$ cat src/rtl/ballot_pkg.sv
// Shared types and sizing helpers for the ballot input front end.
// No logic of its own; imported by the debouncer and the controller.
package ballot_pkg;

    localparam int NUM_CANDIDATES = 4;

    localparam int DEBOUNCE_CYCLES_DEF = 16;
    localparam int LOCKOUT_CYCLES_DEF  = 1000;

    typedef enum logic [1:0] {
        IDLE         = 2'd0,
        LOCKOUT      = 2'd1,
        WAIT_RELEASE = 2'd2
    } ballot_state_e;

    // Bits needed to hold values 0..n-1, never less than one bit.
    function automatic int cnt_width(input int n);
        return (n < 2) ? 1 : $clog2(n);
    endfunction

    localparam int DB_CNT_W_DEF   = cnt_width(DEBOUNCE_CYCLES_DEF);
    localparam int LOCK_CNT_W_DEF = cnt_width(LOCKOUT_CYCLES_DEF);

endpackage

$ cat src/rtl/button_debouncer.sv
// One raw button: 2-flop sync, DEBOUNCE_CYCLES-stable filter, registered rise pulse.
// Level settles DEBOUNCE_CYCLES+2 edges after a raw step; rise pulse one edge later.
module button_debouncer
    import ballot_pkg::*;
#(
    parameter int DEBOUNCE_CYCLES = DEBOUNCE_CYCLES_DEF
) (
    input  logic clk,
    input  logic reset,
    input  logic raw_in,
    output logic level_out,
    output logic rise_pulse
);

    localparam int               CNT_W    = cnt_width(DEBOUNCE_CYCLES);
    localparam logic [CNT_W-1:0] CNT_LAST = CNT_W'(DEBOUNCE_CYCLES - 1);

    logic             sync1_q, sync2_q;
    logic             stable_q, stable_d;
    logic             prev_q;
    logic             rise_q;
    logic [CNT_W-1:0] cnt_q, cnt_d;

    // Counter only runs while the synced input disagrees with the filtered level.
    always_comb begin
        stable_d = stable_q;
        cnt_d    = '0;
        if (sync2_q != stable_q) begin
            if (cnt_q == CNT_LAST) begin
                stable_d = sync2_q;
            end else begin
                cnt_d = cnt_q + CNT_W'(1);
            end
        end
    end

    always_ff @(posedge clk) begin
        if (!reset) begin
            sync1_q  <= 1'b0;
            sync2_q  <= 1'b0;
            stable_q <= 1'b0;
            prev_q   <= 1'b0;
            rise_q   <= 1'b0;
            cnt_q    <= '0;
        end else begin
            sync1_q  <= raw_in;
            sync2_q  <= sync1_q;
            stable_q <= stable_d;
            prev_q   <= stable_q;
            rise_q   <= stable_q & ~prev_q;
            cnt_q    <= cnt_d;
        end
    end

    assign level_out  = stable_q;
    assign rise_pulse = rise_q;

endmodule

$ cat src/rtl/ballot_input_ctrl.sv
// Four debounced candidate buttons -> at most one registered vote pulse per voter, then lockout and release-all.
// No backpressure: mode=1 gates voting and drops presses; BALLOT_REJECT_COUNT_EN adds reject_count.
module ballot_input_ctrl
    import ballot_pkg::*;
#(
    parameter int DEBOUNCE_CYCLES = DEBOUNCE_CYCLES_DEF,
    parameter int LOCKOUT_CYCLES  = LOCKOUT_CYCLES_DEF
) (
    input  logic       clk,
    input  logic       reset,
    input  logic       mode,
    input  logic       button1,
    input  logic       button2,
    input  logic       button3,
    input  logic       button4,
    output logic       cand1_vote_valid,
    output logic       cand2_vote_valid,
    output logic       cand3_vote_valid,
    output logic       cand4_vote_valid,
    output logic       ready
`ifdef BALLOT_REJECT_COUNT_EN
    ,
    output logic [7:0] reject_count
`endif
);

    localparam int                LOCK_W    = cnt_width(LOCKOUT_CYCLES);
    localparam logic [LOCK_W-1:0] LOCK_LOAD = LOCK_W'(LOCKOUT_CYCLES - 1);

    logic [NUM_CANDIDATES-1:0] btn_raw;
    logic [NUM_CANDIDATES-1:0] level;
    logic [NUM_CANDIDATES-1:0] rise;
    logic                      press_one;

    ballot_state_e             state_q, state_d;
    logic [LOCK_W-1:0]         lock_q, lock_d;
    logic [NUM_CANDIDATES-1:0] vote_q, vote_d;

    assign btn_raw = {button4, button3, button2, button1};

    for (genvar i = 0; i < NUM_CANDIDATES; i++) begin : g_btn
        button_debouncer #(
            .DEBOUNCE_CYCLES(DEBOUNCE_CYCLES)
        ) u_db (
            .clk       (clk),
            .reset     (reset),
            .raw_in    (btn_raw[i]),
            .level_out (level[i]),
            .rise_pulse(rise[i])
        );
    end

    assign press_one = $onehot(rise);

    always_comb begin
        state_d = state_q;
        lock_d  = lock_q;
        vote_d  = '0;
        if (mode) begin
            state_d = IDLE;
            lock_d  = '0;
        end else begin
            case (state_q)
                IDLE: begin
                    // Simultaneous presses are ambiguous and fall through unaccepted.
                    if (press_one) begin
                        vote_d  = rise;
                        lock_d  = LOCK_LOAD;
                        state_d = LOCKOUT;
                    end
                end
                LOCKOUT: begin
                    if (lock_q == '0) begin
                        state_d = WAIT_RELEASE;
                    end else begin
                        lock_d = lock_q - LOCK_W'(1);
                    end
                end
                WAIT_RELEASE: begin
                    if (level == '0) begin
                        state_d = IDLE;
                    end
                end
                default: state_d = IDLE;
            endcase
        end
    end

    always_ff @(posedge clk) begin
        if (!reset) begin
            state_q <= IDLE;
            lock_q  <= '0;
            vote_q  <= '0;
        end else begin
            state_q <= state_d;
            lock_q  <= lock_d;
            vote_q  <= vote_d;
        end
    end

    assign cand1_vote_valid = vote_q[0];
    assign cand2_vote_valid = vote_q[1];
    assign cand3_vote_valid = vote_q[2];
    assign cand4_vote_valid = vote_q[3];
    assign ready            = reset && !mode && (state_q == IDLE);

`ifdef BALLOT_REJECT_COUNT_EN
    logic       press_multi;
    logic [7:0] rej_q, rej_d;

    assign press_multi = !$onehot0(rise);

    always_comb begin
        rej_d = rej_q;
        if (!mode && (state_q == IDLE) && press_multi && (rej_q != 8'hFF)) begin
            rej_d = rej_q + 8'd1;
        end
    end

    always_ff @(posedge clk) begin
        if (!reset) begin
            rej_q <= '0;
        end else begin
            rej_q <= rej_d;
        end
    end

    assign reject_count = rej_q;
`endif

endmodule

$ cat config.mk
export PLATFORM = sky130hd
export DESIGN_NAME = ballot_input_ctrl
export DESIGN_NICKNAME = d
export VERILOG_FILES = /design/src/rtl/ballot_pkg.sv /design/src/rtl/button_debouncer.sv /design/src/rtl/ballot_input_ctrl.sv
export SDC_FILE = /design/constraint.sdc
export NUM_CORES = 1
export LEC_CHECK = 0
export CORE_MARGIN = 2
export CORE_UTILIZATION = 39
export CTS_BUF_LIST = sky130_fd_sc_hd__clkbuf_8
export DETAILED_ROUTE_END_ITERATION = 16
export PLACE_DENSITY_LB_ADDON = 0.08
export SLEW_MARGIN = 20
export SYNTH_ARGS = -nofsm -noshare
export SYNTH_HDL_FRONTEND = slang
export SYNTH_HIERARCHICAL = 1
export SYNTH_SLANG_ARGS = --single-unit
$ cat constraint.sdc
create_clock -name clk -period 3.25 [get_ports clk]
set_clock_uncertainty 0.2 [all_clocks]
set_input_delay 0.4875 -clock clk [delete_from_list [all_inputs] [get_ports clk]]
set_output_delay 0.4875 -clock clk [all_outputs]
set_load 0.01 [all_outputs]
==> impl_metrics.ini, run 1 <==
[outcome]
status = completed

[sta]
fin_crit_sh = 0.875
relSlewSlack = 0.625
tns_ns = 0
hold_ws_ns = 0.187
rsz0062_at_grt = no
fin_crit_ns = 2.84
finalWorstSetupSlack_ns = 0.407
tightest_slew_ns = 0.557
setup_viol = 0
hold_viol_final = 0
slew_viol_final = 0
fmax_mhz = 352

[worst_setup_path]
cp-start-kind = input port
path_cells = clkdlybuf4s50_1, or2b_2, nor3_1, clkdlybuf4s50_1
max_stage_delay_ns = 0.56
crit_top_cell = clkdlybuf4s50_1
cp.arrival_ns = 2.16
cp_max_fo = 13
path_delay_family = buffers and inverters
cp_num_buf_inv = 2
crit_slowest_cell = clkdlybuf4s50_1
crit_type = input port to output pin
crit_required_ns = 2.56
cp-end-kind = output pin

[detailed_routing]
dr.pass1.iters = 4
vias = 1511
wirelength_mm = 3.68
via_per_inst = 5.07
wl_met1_mm = 1.67
drc = 0
wl_met2_mm = 1.78
top_layer_used = met4
drtAntennaViolNets = 0
route.met3.wl_um = 128
drtIter0Drc = 35
wl_per_cell_um = 12.4

[logic_synthesis]
synth_area_leaders = dfxtp_1 50%, xor2_1 5.8%, ha_1 4.2%
async_flop_share = 0
synth_ff_type = dfxtp_1
synth_cell_types = 41
syn_inst = 210
yosysWarnings = 6
yosysSeqAreaShare = 0.496
ys_ff_latch = 52
synth_top_area_share = 0.496
synth_most_common_cell = dfxtp_1
syn_avg_cell_area_um2 = 10.0
synth_edf_count = 0
netlist_top_cells_count = 52 x dfxtp_1, 17 x nor2_1, 14 x inv_1, 14 x xor2_1, 13 x nand3_1
synth.largest_area_cell = dfxtp_1
syn-cell-area_um2 = 2100
syn_nets = 225

[die]
die_h_um = 77.4
die-area_um2 = 5990
row_count = 26
io_pins = 12
core_um2 = 5140
start_util = 0.409
die_x_um = 77.4

[cts]
clk_latency_ns = 0.30
cts_num_sinks = 52
cts_setup_buffers = 0
cts_tree = built
clock_path_buffers = 2
ctsResizeCount = 0
htree_levels = 2
clk_pin_slew_ns = 0.09
clockRootBuffer = clkbuf_8
numCtsBuffers = 5
holdBufCountCts = 0

[cells_and_area]
antennaDiodeCount = 0
drive_above_1_share = 0.110
final_nets = 242
synthToLayoutAreaGrowth_pct = 13.7
stdcell_area_um2 = 2390

[grt]
grtUsageTotal = 0.138
grt_first_pass_wirelength_mm = 6.57
grt_pass1_vias = 1449
antenna_found_initial = 0
overflow = 0
grt_max_degree = 26

[place]
gp_congestion = 0.872
placed_area_um2 = 2290
hpwl_mm = 2.66
place_ws_ns = 0.415
io_buffers = 11

[flow_run]
max_cap_viol_count = 0

[pwr]
p_leak_nw = 0.978
p_total_mw = 1.05
peakVddDrop_mv = 0.267
power_density_nw_per_um2 = 441

[min_path]
hp-class = flop to flop
[report_power, final]
part | total [mW] | switching, mW | leakage (nW) | internal [mW]
logic | 0.0282 | 0.0136 | 0.514 | 0.0146
clock network | 0.380 | 0.208 | 0.0434 | 0.173
registers | 0.646 | 0.00282 | 0.421 | 0.643
[placed cells by master (no fill, tap or decap), types with 6 or more instances in the layout]
cell and count:
dfxtp_1 52, nor2_1 17, inv_1 14, xor2_1 14
nand3_1 13, nor2b_1 11, clkdlybuf4s50_1 11, and2_1 10
nor4_1 7, ha_1 7, mux2i_1 6, clkbuf_8 6
[path summary, 6_finish.rpt]
check                                               from                  endpoint  slack [ns]  cells after the start
worst max-delay path                               reset                     ready        0.41                      4
worst min-delay path                g_btn[0].u_db/prev_q  g_btn[0].u_db/rise_pulse        0.19                      1
worst max register to register  g_btn[0].u_db/rise_pulse                 lock_q[4]        0.45                      9
worst min register to register      g_btn[0].u_db/prev_q  g_btn[0].u_db/rise_pulse        0.19                      1
[cell families (layout without fill, tap and decap cells)]
group	count (synthesis)	after routing	synth area share
AO/OA/AOI/OAI	22	22	0.0750
XOR/XNOR	14	14	0.0584
adder cells (fa/ha/maj)	8	8	0.0512
buffers and inverters	17	35	0.0357
flip-flops	52	52	0.496
multiplexers	6	6	0.0286
AND/OR/NAND/NOR	91	91	0.256
[flip-flops by register name, indices dropped and copies added (netlist names)]
name	flops
g_btn.u_db/sync1_q	4
g_btn.u_db/cnt_q	16
lock_q	10
vote_q	4
g_btn.u_db/prev_q	4
g_btn.u_db/sync2_q	4
g_btn.u_db/rise_pulse	4
state_q	2
g_btn.u_db/level_out	4
[metrics by stage]
stage	instances	utilization
after detailed placement	290	0.446
after global placement	290	0.446
after CTS	298	0.465
final	298	0.465
after floorplan	210	-
after global routing	298	0.465
[per-layer routing]
layer / GRT usage / vias to the layer above
met5: 0 / -
met4: 0.0696 / 0
met3: 0.0349 / 11
met2: 0.233 / 26
met1: 0.161 / 711
li1: - / 763
[worst register-to-register path: cells and delay by family, from the launching register on]
family	cells	cell delay, ns
fa+ha+maj	3	0.99
compound gates	2	0.32
flops	1	0.31
simple gates	2	0.82
buf+inv	2	0.10
[layout make-up]
type,count,area (um2)
well taps,70,87.6
flip-flops and latches,52,1040
inverters,14,52.6
repair buffers,13,125
clock inverters,2,15.0
clock buffers,6,82.6
fillers,508,2750
multi-input cells,141,985
Power figures use the tool's default switching activity.
==> run 2: changes to the inputs <==
- PLACE_DENSITY_LB_ADDON: 0.08 -> default
==> run 2 against run 1 <==
Final area up 0.26%. Critical path depth unchanged. Wire length down 7.4%. Sequential cell count stayed put. Hold slack better by 0.0013 ns. Final cell count grew 0.34%. Clock power hardly changed. Combinational power increased by 2%. Largest cell class unchanged. Largest power group unchanged. Highest routed layer unchanged.
==> impl_metrics.ini, run 2 (same netlist as run 1, synthesis figures left out) <==
[cts]
clock_path_buffers = 2
clk_latency_ns = 0.30
htree_levels = 2
cts_tree = built
clk_pin_slew_ns = 0.09
cts_setup_buffers = 0
ctsResizeCount = 0
numCtsBuffers = 5
holdBufCountCts = 0
cts_num_sinks = 52
clockRootBuffer = clkbuf_8

[worst_setup_path]
max_stage_delay_ns = 0.58
crit_type = input port to output pin
cp_max_fo = 3
cp-end-kind = output pin
crit_required_ns = 2.56
r2r_slack_ns = 0.53
path_cells = clkdlybuf4s50_1, or2b_2, nor3_1, clkdlybuf4s50_1
cp.arrival_ns = 2.09
crit_slowest_cell = clkdlybuf4s50_1
cp-start-kind = input port
crit_top_cell = clkdlybuf4s50_1

[pwr]
power_density_nw_per_um2 = 442
peakVddDrop_mv = 0.270
p_leak_nw = 0.992

[place]
gp_congestion = 0.767
hpwl_mm = 2.49
place_ws_ns = 0.482
io_buffers = 11

[outcome]
status = completed

[die]
io_pins = 12
core_um2 = 5140
start_util = 0.409
row_count = 26
die_x_um = 77.4
die-area_um2 = 5990
die_h_um = 77.4

[grt]
met3_usage = 0.0349
grt_first_pass_wirelength_mm = 6.16
overflow = 0
globalRouteMet1Util = 0.153
grt_max_degree = 25
grt.busiest_layer = met2
met2_usage = 0.210
antenna_found_initial = 0
grtUsageTotal = 0.129
grt_pass1_vias = 1398

[cells_and_area]
top_register = g_btn.u_db/cnt_q
antennaDiodeCount = 0
synthToLayoutAreaGrowth_pct = 14.0
largest_register_ffs = 16
regArea_um2 = 1040
nFillCells = 534
reg_top3 = g_btn.u_db/cnt_q (16), lock_q (10)
multi_input_area_um2 = 985
final_cell_mix = 52 x dfxtp_1, 17 x nor2_1, 14 x inv_1, 14 x xor2_1, 13 x nand3_1
final_util = 0.466
drive_above_1_share = 0.114
layout_commonest_cell = dfxtp_1
final_nets = 243

[sta]
fin_crit_ns = 2.77
tns_ns = 0
rsz0062_at_grt = no
fin_crit_sh = 0.854
hold_viol_final = 0
setup_viol = 0
finalWorstSetupSlack_ns = 0.475
fmax_mhz = 360
relSlewSlack = 0.607
tightest_slew_ns = 0.585
slew_viol_final = 0

[detailed_routing]
wl_per_cell_um = 11.4
dr.pass1.iters = 4
wirelength_mm = 3.41
vias = 1459
drtIter0Drc = 96
drtAntennaViolNets = 0
via_per_inst = 4.88
drc = 0

[flow_run]
max_cap_viol_count = 0

[min_path]
hp-class = flop to flop
==> run 2: layout make-up <==
type / count / area share
multi-input combinational: 141 / 0.411
clock buffer: 6 / 0.0345
sequential: 52 / 0.435
clock inverter: 2 / 0.00575
timing repair buffer: 14 / 0.0554
inverter: 14 / 0.0219
tap: 70 / 0.0366
==> run 2: metal layers <==
| layer | vias up | share of wire |
|---|---|---|
| met5 | - | 0 |
| met4 | 0 | 0.030 |
| met3 | 8 | 0.029 |
| met2 | 23 | 0.45 |
| met1 | 662 | 0.49 |
| li1 | 766 | - |
==> run 2: final timing paths <==
kind                       startpoint                  endpoint  cells past startpoint
min              g_btn[1].u_db/prev_q  g_btn[1].u_db/rise_pulse                      1
max reg2reg  g_btn[0].u_db/rise_pulse                 vote_q[2]                      8
max                             reset                     ready                      4
min reg2reg      g_btn[1].u_db/prev_q  g_btn[1].u_db/rise_pulse                      1
==> run 2: power breakdown <==
group | switching (mW) | internal, mW
registers | 0.00271 | 0.643
logic | 0.0136 | 0.0153
clock network | 0.209 | 0.174
total | 0.225 | 0.832
==> run 2: through the flow <==
step	instance area [um2]	std cells	total power [mW]	hold WS, ns
5_1_grt	2390	299	1.11	0.216
3_5_place_dp	2300	291	0.690	0.174
3_3_place_gp	2300	291	0.689	0.172
6_report	2390	299	1.06	0.188
4_1_cts	2390	299	1.08	0.193
2_1_floorplan	2100	210	0.674	0.167
==> run 2: critical path, delay by kind of cell <==
kind / cells / cell delay [ns]
and+or+nand+nor: 2 / 0.50
buffers and inverters: 2 / 1.10
